`config.mk`:
```
export PLATFORM = sky130hd
export DESIGN_NAME = bcd_countdown_timer
export DESIGN_NICKNAME = d
export VERILOG_FILES = /design/src/rtl/bcd_countdown_timer.sv
export SDC_FILE = /design/constraint.sdc
export NUM_CORES = 1
export LEC_CHECK = 0
export BUFFER_PORTS_ARGS = -buffer_cell sky130_fd_sc_hd__buf_2
export CORE_MARGIN = 3
export CORE_UTILIZATION = 50
export DETAILED_ROUTE_END_ITERATION = 10
export PLACE_DENSITY = 0.83
export SLEW_MARGIN = 15
export SYNTH_ARGS = -nofsm -noshare
export SYNTH_HDL_FRONTEND = slang
export SYNTH_SLANG_ARGS = --single-unit
```
`constraint.sdc`:
```
create_clock -name clk -period 3.12 [get_ports clk]
set_clock_uncertainty 0.15 [all_clocks]
set_input_delay 0.468 -clock clk [delete_from_list [all_inputs] [get_ports clk]]
set_output_delay 0.468 -clock clk [all_outputs]
set_load 0.005 [all_outputs]
```
`src/rtl/bcd_countdown_timer.sv`:
```
// bcd_countdown_timer: loadable multi-digit BCD down-counter with run/pause/done control.
//
// Ports:
//   clk        - system clock, all state changes on the rising edge
//   reset_n    - asynchronous active-low reset
//   load       - load request, samples load_val (rejected while running)
//   load_val   - BCD preset, digit i at [4i+3:4i]
//   start      - start or resume the countdown (needs a nonzero count)
//   stop       - pause the countdown
//   tick       - one-cycle count strobe, decrements Q while running
//   Q          - current BCD count (registered)
//   running    - high in RUN
//   done       - high in DONE (level)
//   zero_pulse - one-cycle pulse when a running count reaches zero
//   load_err   - one-cycle pulse when a load carries a non-BCD digit
module bcd_countdown_timer #(
    parameter int DIGITS = 4
) (
    input  logic                  clk,
    input  logic                  reset_n,
    input  logic                  load,
    input  logic [4*DIGITS-1:0]   load_val,
    input  logic                  start,
    input  logic                  stop,
    input  logic                  tick,
    output logic [4*DIGITS-1:0]   Q,
    output logic                  running,
    output logic                  done,
    output logic                  zero_pulse,
    output logic                  load_err
);
    typedef enum logic [1:0] {IDLE, RUN, PAUSED, DONE} state_t;

    state_t              state, state_nx;
    logic [4*DIGITS-1:0] q_nx, q_dec;
    logic [DIGITS-1:0]   dig_ok, borrow;
    logic                zp_nx, le_nx, q_zero, q_last;

    // borrow[i] means digit i must decrement: all lower digits are zero
    assign borrow[0] = 1'b1;
    genvar i;
    generate
        for (i = 0; i < DIGITS; i++) begin : g_dig
            if (i > 0) begin : g_b
                assign borrow[i] = borrow[i-1] & (Q[4*(i-1)+:4] == 4'd0);
            end
            assign dig_ok[i] = load_val[4*i+:4] <= 4'd9;
            assign q_dec[4*i+:4] = !borrow[i] ? Q[4*i+:4] :
                                   (Q[4*i+:4] == 4'd0) ? 4'd9 : Q[4*i+:4] - 4'd1;
        end
    endgenerate

    assign q_zero = (Q == '0);
    // decrementing a count of one is the only way q_dec reaches zero
    assign q_last = (q_dec == '0);

    always_comb begin
        state_nx = state;
        q_nx     = Q;
        zp_nx    = 1'b0;
        le_nx    = 1'b0;
        // a load while running is ignored and lets lower-priority inputs act
        if (load && state != RUN) begin
            if (&dig_ok) begin
                q_nx     = load_val;
                state_nx = IDLE;
            end else begin
                le_nx = 1'b1;
            end
        end else if (stop && state == RUN) begin
            state_nx = PAUSED;
        end else if (start && (state == IDLE || state == PAUSED)) begin
            state_nx = q_zero ? state : RUN;
        end else if (tick && state == RUN && !q_zero) begin
            q_nx = q_dec;
            if (q_last) begin
                state_nx = DONE;
                zp_nx    = 1'b1;
            end
        end
    end

    always_ff @(posedge clk or negedge reset_n) begin
        if (!reset_n) begin
            state      <= IDLE;
            Q          <= '0;
            zero_pulse <= 1'b0;
            load_err   <= 1'b0;
        end else begin
            state      <= state_nx;
            Q          <= q_nx;
            zero_pulse <= zp_nx;
            load_err   <= le_nx;
        end
    end

    assign running = (state == RUN);
    assign done    = (state == DONE);
endmodule

```
Word-level counts from Yosys, hierarchy flattened
Index checks and enable logic that the tools add are counted.

cells by class
  add/subtract/negate cells = 4
  order comparisons = 4
  equality and inequality tests = 8
  muxes and demuxes = 26
  bitwise operators = 2
  reductions and logical operators = 20

operators with widths
  operator             count
  $mux 16              5
  $logic_not 16->1     2
  $mux 4               7
  $le 4x4->1 const B   4
  $logic_not 4->1      4
  $sub 4x1->4 const B  4
  $mux 2               7
  $reduce_and 4->1     3
  $reduce_bool 4->1    2
  $mux 1               7
  $logic_and 1x1->1    5
  $eq 2x2->1 const B   2
  $ne 2x1->1 const B   2
  $ne 2x2->1 const B   2
  $ne 4x4->1 const B   1
  $and 1x1->1          2
  $eq 2x1->1 const B   1
  $logic_not 2->1      1
  $reduce_bool 2->1    1
  $logic_not 1->1      1
  $logic_or 1x1->1     1

storage, ports and cells
  flip-flop bits (word level) = 20
  input port bits = 22
  word-level logic and storage cells = 68

Depth between registers and ports, before layout
Gate-level depths: netlist of run 1.

  depth in word-level cells = 10
  gate-level depth with buffers = 7

Worst setup path before layout of run 1
OpenSTA, ideal clock, no wires.

  kind = register to register
  start point = reg Q[10]
  end point = reg Q[8]
  library setup time = 123 ps
  data arrival time = 1978 ps
  data required time = 2847 ps
  path slack = 869 ps
  stages on the path, launching flop included = 7
  path buffers = 1
  clock period less this slack = 2251 ps
  cell sequence = dfrtp_1 > or4_4 > or3_4 > o2111a_2 > nor2_4 > buf_6 > o2bb2ai_1

between the ends
  cells in the longest elaborated chain, start to end = 7
  elaborated cells between the ends (all ways) = 12
  classes of those cells = mux (6); reduce/logical (6)

RTL lines
  what                    line  text
  start, declared         26    output logic [4*DIGITS-1:0] Q,
  start signal, assigned  91    Q <= q_nx;
  $logic_not 4->1         49    (Q[4*i+:4] == 4'd0) ? 4'd9 : Q[4*i+:4] - 4'd1;
  $mux 4                  49
  $mux 4                  48    assign q_dec[4*i+:4] = !borrow[i] ? Q[4*i+:4] :
  $mux 16                 74    end else if (tick && state == RUN && !q_zero) begin
  $mux 16                 72    end else if (start && (state == IDLE || state == PAUSED)) begin
  $mux 16                 70    end else if (stop && state == RUN) begin
  $mux 16                 63    if (load && state != RUN) begin

Parallel ways exist; a longest one is shown, timed or not. The select of a mux whose other input is x is not followed.
A chain may end at the register's enable or synchronous reset.

Worst setup path after layout of run 1
  start point = reg Q[4]
  end point = reg Q[2]

between the ends
  cells in the longest elaborated chain, start to end = 5

RTL lines
  what                         line  text
  $logic_not 16->1             53    assign q_zero = (Q == '0);
  $logic_not 1->1              74
  $logic_and 1x1->1            74
  $reduce_bool 2->1 (no line)  -
  $reduce_and 4->1 (no line)   -

Every way passes these cells.

==> results.json, run 1 <==
{
  "whs_ns": 0.235,
  "leakagePower_nw": 0.692,
  "critical-path-max-stage-delay_ns": 0.50,
  "drc": 0,
  "fp.dieW_um": 57.7,
  "routed_via_density": 6.35,
  "max_freq_mhz": 375,
  "synth_area_mm2": 0.00133,
  "rsz0062_at_grt": "false",
  "synth_warnings": 0,
  "synth_ff_type": "dfrtp_1",
  "status": "finished clean",
  "wl_per_cell_um": 15.9,
  "finalNonFillerCells": 225,
  "nNetsFinal": 218,
  "crit_path_top_delay_cell": "nor4_1",
  "firstDrtPassIters": 4,
  "synthDistinctLibCells": 46,
  "grt_max_degree": 29,
  "synthTopCellsByCount": "20 x dfrtp_1, 16 x nor2_1, 15 x a21oi_1",
  "crit_required_ns": 3.14,
  "ir_drop_mv": 0.503,
  "portBuffers": 41,
  "highest-signal-layer": "met4",
  "post-synth-top-area-cell": "dfrtp_1",
  "antenna_found_initial": 0,
  "worstPathMaxFanout": 16,
  "yosys.area.top_type_share": 0.375,
  "row_count": 18,
  "ys_seq_area_frac": 0.375,
  "worstHoldStart": "stop",
  "crit_path_start_kind": "flop",
  "synth_top_family_by_area": "compound AO/OA/AOI/OAI gates",
  "r2r_slack_ns": 0.45,
  "synthAdderAreaFrac": 0,
  "met3_wirelength_um": 286,
  "utilization": 0.636,
  "wl_met1_mm": 1.52,
  "ys_ff_latch": 20,
  "drt_iter0_markers": 64,
  "grt_pass1_vias": 1286,
  "arrival_ns": 2.69,
  "tns_ns": 0,
  "reg2reg_depth": 5,
  "holdPathStages": 2,
  "yosysMostFrequentCell": "dfrtp_1",
  "area_growth_pct": 19.1,
  "grt_pass1_wl_mm": 5.78,
  "relSlewSlack": 0.461,
  "cts_tree": "built",
  "n_antenna_cell": 0,
  "core_area_mm2": 0.00250,
  "drt_wl_total_mm": 3.57,
  "die_y_um": 57.7,
  "synthMuxAreaShare": 0.00750,
  "synth-xor-area-share": 0,
  "gp_congestion": 0.906,
  "setup_viol": 0,
  "fin_crit_ns": 2.67,
  "min_path_type": "input port to flop",
  "clock_path_buffers": 2,
  "final-hold-violation-count": 0,
  "yosys.area_share.simple": 0.248,
  "clockRootBuffer": "clkbuf_4",
  "avgSynthCellArea_um2": 8.55,
  "vias": 1429,
  "synthCells": 156,
  "initial_core_util": 0.534,
  "grtUsageTotal": 0.219,
  "wl_met2_mm": 1.69,
  "cts_max_level": 1,
  "layout-drive-gt1-share": 0.292,
  "num_io_pins": 42,
  "synth_edf_count": 0,
  "maxCapViolations": 0,
  "synth_compound_area_frac": 0.316,
  "clkSinkCount": 20,
  "ys_top_cells_by_area": "dfrtp_1 38%, o2bb2ai_1 5.9%, a21oi_1 5.6%",
  "maxSlewViolCount": 0,
  "worstReg2RegStart": "Q[4]",
  "crit_chain": "nor4_1 > nand3_1 > o2111a_2 > nor2_4 > o221ai_1",
  "crit_family": "simple AND/OR/NAND/NOR gates",
  "hold_end": "state[0]",
  "ant_nets": 0,
  "p_per_area_mw_per_mm2": 775,
  "placedCellCount": 220,
  "worst-path-buf-inv": 0,
  "die_area_mm2": 0.00332,
  "dp_hpwl_mm": 2.65,
  "grt_overflow": 0,
  "timing.rr.end": "Q[2]",
  "end_kind": "flop",
  "timing.final.crit_share": 0.855,
  "cts_buffers": 3,
  "synthArstFlopShare": 1.00,
  "total_power_mw": 1.23,
  "tightest_slew_ns": 0.803,
  "critical_path_class": "flop to flop",
  "worst-path-stages": 5,
  "synth_fp_nets": 178,
  "worstSkewPairLatency_ns": 0.30,
  "clkTransAtPathRegs_ns": 0.11
}
-- cells in the final DEF, fill, tap and decap left out, drive strengths merged, types with 2 or more instances in the layout --
master / Yosys / layout
o21ai: 17 / 17
nand3: 7 / 7
nor2b: 2 / 2
o2111a: 2 / 2
nor2: 17 / 17
or3: 2 / 2
nand2: 6 / 6
a21oi: 15 / 15
o22ai: 5 / 5
clkbuf: 5 / 4
or4: 3 / 3
inv: 4 / 4
o2bb2ai: 10 / 10
nor4: 4 / 4
a2bb2oi: 2 / 2
buf: 5 / 44
nor3: 7 / 7
o211ai: 2 / 2
and2: 4 / 4
nand4: 2 / 2
dfrtp: 20 / 20
-- where the power goes --
group,internal [mW],switching (mW),leakage [nW]
combinational,0.264,0.285,0.435
clock,0.0712,0.0794,0.0210
sequential,0.367,0.165,0.236
total,0.702,0.529,0.692
-- logic make-up (layout without fill, tap and decap cells) --
logic type | count (synthesis) | after routing
and+or+nand+nor | 59 | 59
AOI/OAI and AO/OA | 62 | 62
muxes | 1 | 1
buffers and inverters | 14 | 53
DFF | 20 | 20
-- worst max path at each step --
stage	startpoint	end
floorplan	Q[10]	Q[8]
global placement	Q[11]	Q[2]
detailed placement	Q[11]	Q[2]
CTS	Q[4]	Q[2]
global route	Q[4]	Q[2]
finish	Q[4]	Q[2]
-- routing by layer --
layer | vias to the layer above | GRT usage
met5 | - | 0
met4 | 0 | 0.0828
met3 | 12 | 0.0356
met2 | 75 | 0.347
met1 | 669 | 0.302
li1 | 673 | -
-- through the flow --
| stage | instance area, um2 | setup slack, ns |
|---|---|---|
| global route | 1590 | 0.274 |
| CTS | 1590 | 0.526 |
| detailed placement | 1540 | 0.538 |
| floorplan | 1330 | 0.869 |
| finish | 1590 | 0.453 |
| global placement | 1540 | 0.611 |
-- final cells by class --
type                            instances  area, um2
Fill cell                             213        911
Timing Repair Buffer                   45        238
Multi-Input combinational cell        122        762
Tap cell                               30       37.5
Sequential cell                        20        500
Inverter                                4       15.0
Clock buffer                            4       36.3
-- registers in the layout, summed over array words and instances (netlist names) --
name	flops
zero_pulse	1
state	2
load_err	1
Q	16
-- what timing repair did --
item / CTS / global route
resized for setup: 0 / 0
setup buffers: 0 / 0
endpoints found under the hold margin: 20 / 0
hold buffers: 1 / 0
endpoints found under the setup margin: 0 / 0
-- worst register-to-register path, delay by kind of cell, from the launching register on --
kind            cells  cell delay (ns)
simple gates        3             1.27
compound gates      2             0.66
flops               1             0.47
Note: power is estimated with default switching activity, not from simulation.
==> run 2, diff against run 1 <==
--- a/config.mk
+++ b/config.mk
@@ -5,11 +5,12 @@
 export SDC_FILE = /design/constraint.sdc
 export NUM_CORES = 1
 export LEC_CHECK = 0
+export ABC_AREA = 1
 export BUFFER_PORTS_ARGS = -buffer_cell sky130_fd_sc_hd__buf_2
 export CORE_MARGIN = 3
-export CORE_UTILIZATION = 50
+export CORE_UTILIZATION = 52
 export DETAILED_ROUTE_END_ITERATION = 10
-export PLACE_DENSITY = 0.83
+export PLACE_DENSITY = 0.85
 export SLEW_MARGIN = 15
 export SYNTH_ARGS = -nofsm -noshare
 export SYNTH_HDL_FRONTEND = slang
==> run 2 against run 1 <==
Sequential power about the same. Routed wire length down 3.2%. Final area up 7.2%. Power up 24%. Die area up 4.8%. Utilization up 2.8 points. Fmax up 14%. Clock power up 3%. Critical path type unchanged.
==> results.json, run 2 <==
{
  "holdPathStages": 3,
  "antenna_found_initial": 0,
  "synthArstFlopShare": 1.00,
  "fin_ws_ns": 0.780,
  "max_freq_mhz": 427,
  "yosysMostFrequentCell": "nand2_1",
  "drc": 0,
  "hold_end": "Q[8]",
  "tightest_slew_ns": 0.513,
  "grt_overflow": 0,
  "regMostFlops": "Q",
  "timing.rr.end": "Q[0]",
  "synth_ff_type": "dfrtp_1",
  "worstHoldStart": "load_val[8]",
  "largest_reg_flops": 16,
  "post_cts_resize_count": 0,
  "fillerInstances": 243,
  "clkSinkCount": 20,
  "relSlewSlack": 0.657,
  "drt_wl_total_mm": 3.45,
  "synthTopCellsByCount": "55 x nand2_1, 27 x nor2_1, 21 x inv_1",
  "ys_seq_area_frac": 0.342,
  "worstSkewPairLatency_ns": 0.30,
  "yosys.area.top_type_share": 0.342,
  "row_count": 18,
  "die_y_um": 59.0,
  "r2r_slack_ns": 0.78,
  "biggestRegsByFlops": "Q: 16 flops, state: 2 flops",
  "total_power_mw": 1.53,
  "num_io_pins": 42,
  "cts_buffers": 3,
  "area_growth_pct": 16.5,
  "clock_path_buffers": 2,
  "grt.met3_usage": 0.0327,
  "worstReg2RegStart": "state[0]",
  "initial_core_util": 0.569,
  "place_ws_ns": 0.841,
  "firstDrtPassIters": 4,
  "portBuffers": 41,
  "clkTransAtPathRegs_ns": 0.12,
  "die_area_mm2": 0.00348,
  "worstPathMaxFanout": 31,
  "synthDistinctLibCells": 30,
  "maxSlewViolCount": 0,
  "ir_drop_mv": 0.664,
  "core_area_mm2": 0.00257,
  "maxCapViolations": 0,
  "ant_nets": 0,
  "status": "finished clean",
  "synth_area_mm2": 0.00146,
  "rsz0062_at_grt": "false",
  "synth_warnings": 0,
  "grt_util_met2": 0.356,
  "reg2reg_depth": 8,
  "wl_per_cell_um": 12.3,
  "grtUsageMet1": 0.292,
  "gr-max-usage-layer": "met2",
  "synth_edf_count": 0,
  "dp_hpwl_mm": 2.67,
  "arrival_ns": 2.40,
  "layout-drive-gt1-share": 0.256,
  "p_per_area_mw_per_mm2": 898,
  "crit_required_ns": 3.18,
  "synth_fp_nets": 232,
  "leakagePower_nw": 0.921,
  "grt_pass1_wl_mm": 5.71,
  "fin_crit_ns": 2.34,
  "ys_ff_latch": 20,
  "utilization": 0.663,
  "whs_ns": 0.282,
  "nNetsFinal": 273,
  "clockRootBuffer": "clkbuf_4",
  "ys_top_cells_by_area": "dfrtp_1 34%, nand2_1 14%, nor2_1 6.9%",
  "tns_ns": 0,
  "layout_common_cells": "55 x nand2_1, 41 x buf_2, 27 x nor2_1",
  "synthCells": 210,
  "timing.final.crit_share": 0.750,
  "n_antenna_cell": 0,
  "layout_commonest_cell": "nand2_1",
  "drt_iter0_markers": 89,
  "final-hold-violation-count": 0,
  "cts_tree": "built",
  "vias": 1512,
  "crit_path_start_kind": "flop",
  "end_kind": "flop",
  "post-synth-top-area-cell": "dfrtp_1",
  "grt_pass1_vias": 1326,
  "avgSynthCellArea_um2": 6.96,
  "setup_viol": 0,
  "gp_congestion": 0.848,
  "fp.dieW_um": 59.0,
  "routed_via_density": 5.40,
  "cts_max_level": 1,
  "critical_path_class": "flop to flop",
  "grt_max_degree": 32,
  "min_path_type": "input port to flop",
  "grtUsageTotal": 0.212
}
==> run 2: cell count changes after synthesis, sizes merged, moves of 6 or more <==
cell	previous run	this run
nor2	17	32
nand2	6	62
nand3	7	14
o2bb2ai	10	0
inv	4	23
o21ai	17	23
nor3	7	1
a21oi	15	9
a31oi	1	7
==> run 2: how the worst max path moves through the flow <==
| stage | startpoint | end | cells past startpoint |
|---|---|---|---|
| after detailed placement | state[0] | Q[0] | 8 |
| after floorplan | Q[1] | state[0] | 11 |
| after global routing | state[0] | Q[0] | 8 |
| after global placement | state[0] | Q[0] | 8 |
| final | state[0] | Q[0] | 8 |
| after CTS | state[0] | Q[0] | 8 |
==> run 2: final cells by class <==
type / instances / area, um2 / area share
Clock buffer: 4 / 36.3 / 0.0213
Inverter: 24 / 90.1 / 0.0529
Multi-Input combinational cell: 160 / 823 / 0.483
Sequential cell: 20 / 500 / 0.294
Tap cell: 30 / 37.5 / 0.0220
Timing Repair Buffer: 42 / 215 / 0.126
==> run 2: critical path, stage by stage, from the launching register on <==
cell	delay, ns
dfrtp_1	0.42
inv_1	0.09
nor2_2	0.07
inv_1	0.07
nand2_2	0.18
inv_2	0.30
nand2_1	0.15
nand2_2	0.41
mux2_2	0.39
==> run 2: timing repair <==
action                                  in CTS  in global routing
hold endpoints to repair                    20                  0
endpoints found under the setup margin       0                  0
buffers inserted                             0                  0
hold buffers                                 1                  0
==> run 2: kinds of logic (layout without fill, tap and decap cells) <==
family,count (synthesis),count (layout),synth area share
flip-flops,20,20,0.342
AO/OA/AOI/OAI,44,44,0.169
XOR/XNOR,1,1,0.0111
AND/OR/NAND/NOR,114,114,0.376
multiplexers,1,1,0.00770
buffers and inverters,30,70,0.0942
==> run 2: power by group <==
part | switching, mW | internal, mW
Sequential | 0.160 | 0.375
Clock | 0.0835 | 0.0712
Combinational | 0.514 | 0.325
==> run 2: metal layers <==
metal,routed length (um),vias to the layer above
li1,-,772
met5,0,-
met4,30,0
met2,1690,62
met3,220,5
met1,1520,673
==> run 2: through the flow <==
| stage | area [um2] | instances |
|---|---|---|
| 2_1_floorplan | 1460 | 210 |
| 3_3_place_gp | 1660 | 275 |
| 3_5_place_dp | 1660 | 275 |
| 4_1_cts | 1700 | 280 |
| 5_1_grt | 1700 | 280 |
| 6_report | 1700 | 280 |
==> run 3, diff against run 2 <==
==> constraint.sdc (replaced) <==
create_clock -name clk -period 2.4 [get_ports clk]
set_clock_uncertainty 0.15 [all_clocks]
set_input_delay 0.36 -clock clk [delete_from_list [all_inputs] [get_ports clk]]
set_output_delay 0.36 -clock clk [all_outputs]
set_load 0.005 [all_outputs]
==> run 3 against run 2 <==
Critical path depth grew 1. Power rose by 28%. Non-clock buffer count rose by 3. Worst hold slack lost 0.12 ns. Fmax increased by 11%. Via count shrank 1.7%. Combinational power increased by 30%. First-iteration DRC count rose by 7.9%. Worst setup slack got worse by 0.50 ns. Final cell count rose by 0.71%.
==> results.json, run 3 (synthesis results as in run 2) <==
{
  "r2r_slack_ns": 0.28,
  "layout-drive-gt1-share": 0.262,
  "grt.met3_usage": 0.0283,
  "grtUsageTotal": 0.218,
  "antenna_found_initial": 0,
  "p_per_area_mw_per_mm2": 1140,
  "cts_max_level": 1,
  "arrival_ns": 2.14,
  "worstPathMaxFanout": 18,
  "wl_per_cell_um": 12.0,
  "setup_viol": 0,
  "clockRootBuffer": "clkbuf_4",
  "grtUsageMet1": 0.298,
  "whs_ns": 0.167,
  "worstSkewPairLatency_ns": 0.30,
  "postCtsSetupRepairBufs": 0,
  "leakagePower_nw": 0.928,
  "nNetsFinal": 276,
  "end_kind": "flop",
  "final-hold-violation-count": 0,
  "ant_nets": 0,
  "drc": 0,
  "status": "finished clean",
  "tns_ns": 0,
  "reg2reg_depth": 9,
  "rsz0062_at_grt": "false",
  "portBuffers": 41,
  "grt_util_met2": 0.360,
  "relSlewSlack": 0.697,
  "fin_crit_ns": 2.12,
  "clock_path_buffers": 2,
  "drt_iter0_markers": 96,
  "biggestRegsByFlops": "Q: 16 flops, state: 2 flops",
  "max_freq_mhz": 473,
  "routed_via_density": 5.27,
  "timing.final.crit_share": 0.882,
  "dp_hpwl_mm": 2.68,
  "fp.dieW_um": 59.0,
  "die_area_mm2": 0.00348,
  "layout_commonest_cell": "nand2_1",
  "maxSlewViolCount": 0,
  "clkSinkCount": 20,
  "largest_reg_flops": 16,
  "layout_common_cells": "55 x nand2_1, 41 x buf_2, 27 x nor2_1",
  "gp_congestion": 0.840,
  "tightest_slew_ns": 0.455,
  "finalNonFillerCells": 282,
  "row_count": 18,
  "holdPathStages": 3,
  "ir_drop_mv": 0.683,
  "crit_required_ns": 2.43,
  "grt_max_degree": 21,
  "maxCapViolations": 0,
  "die_y_um": 59.0,
  "regMostFlops": "Q",
  "grt_pass1_vias": 1379,
  "placedCellCount": 278,
  "area_growth_pct": 17.1,
  "gr-max-usage-layer": "met2",
  "critical_path_class": "flop to flop",
  "firstDrtPassIters": 5,
  "cts_buffers": 3,
  "grt_pass1_wl_mm": 5.87,
  "cts_tree": "built",
  "num_io_pins": 42,
  "utilization": 0.667,
  "min_path_type": "input port to flop",
  "n_antenna_cell": 0,
  "vias": 1487,
  "grt_overflow": 0,
  "drt_wl_total_mm": 3.39,
  "initial_core_util": 0.569,
  "clkTransAtPathRegs_ns": 0.12,
  "crit_path_start_kind": "flop",
  "core_area_mm2": 0.00257
}
## run 3: changes by cell type in the layout (fill, tap and decap cells not counted), sizes merged
cell,change
buf,+3
clkbuf,-1
## run 3: worst max-delay path, cell delays in order, from the launching register on
cell and delay [ns]:
dfrtp_1 0.48, nor2_4 0.19, nand2_4 0.12, nor2_8 0.21, nand4_4 0.13, nand4_2 0.11, nand2_2 0.19, buf_4 0.25
nor2_1 0.09, a31oi_1 0.05
## run 3: worst paths after layout
check / endpoint / from
max: Q[8] / Q[0]
min: Q[12] / load_val[12]
max reg2reg: Q[8] / Q[0]
min reg2reg: state[0] / state[0]
max in group asynchronous: Q[15] / reset_n
min in group asynchronous: Q[2] / reset_n
## run 3: area by class of cell
type                    count  area (um2)
inverters                  24        90.1
well taps                  30        37.5
repair buffers             45         238
flip-flops and latches     20         500
clock buffers               3        22.5
fillers                   232         856
multi-input cells         160         823
## run 3: per-layer routing
| metal | vias to the layer above | wire [um] |
|---|---|---|
| li1 | 779 | - |
| met1 | 658 | 1530 |
| met2 | 46 | 1630 |
| met3 | 4 | 191 |
| met4 | 0 | 39 |
| met5 | - | 0 |
## run 3: report_power, final
group / switching (mW) / internal (mW) / total (mW) / leakage (nW)
Sequential: 0.213 / 0.488 / 0.701 / 0.238
Combinational: 0.652 / 0.440 / 1.09 / 0.677
Clock: 0.101 / 0.0585 / 0.159 / 0.0138
## run 3: per-stage QoR
| stage | cell area [um2] | setup slack, ns | total power [mW] |
|---|---|---|---|
| 2_1_floorplan | 1460 | 0.619 | 1.47 |
| 3_3_place_gp | 1680 | 0.349 | 1.78 |
| 3_5_place_dp | 1680 | 0.311 | 1.80 |
| 4_1_cts | 1710 | 0.292 | 1.96 |
| 5_1_grt | 1710 | 0.0959 | 2.18 |
| 6_report | 1710 | 0.284 | 1.95 |
## run 3: what timing repair did
| item | CTS | global route |
|---|---|---|
| hold buffers | 1 | 0 |
| resized for setup | 0 | 0 |
| endpoints found under the hold margin | 20 | 0 |
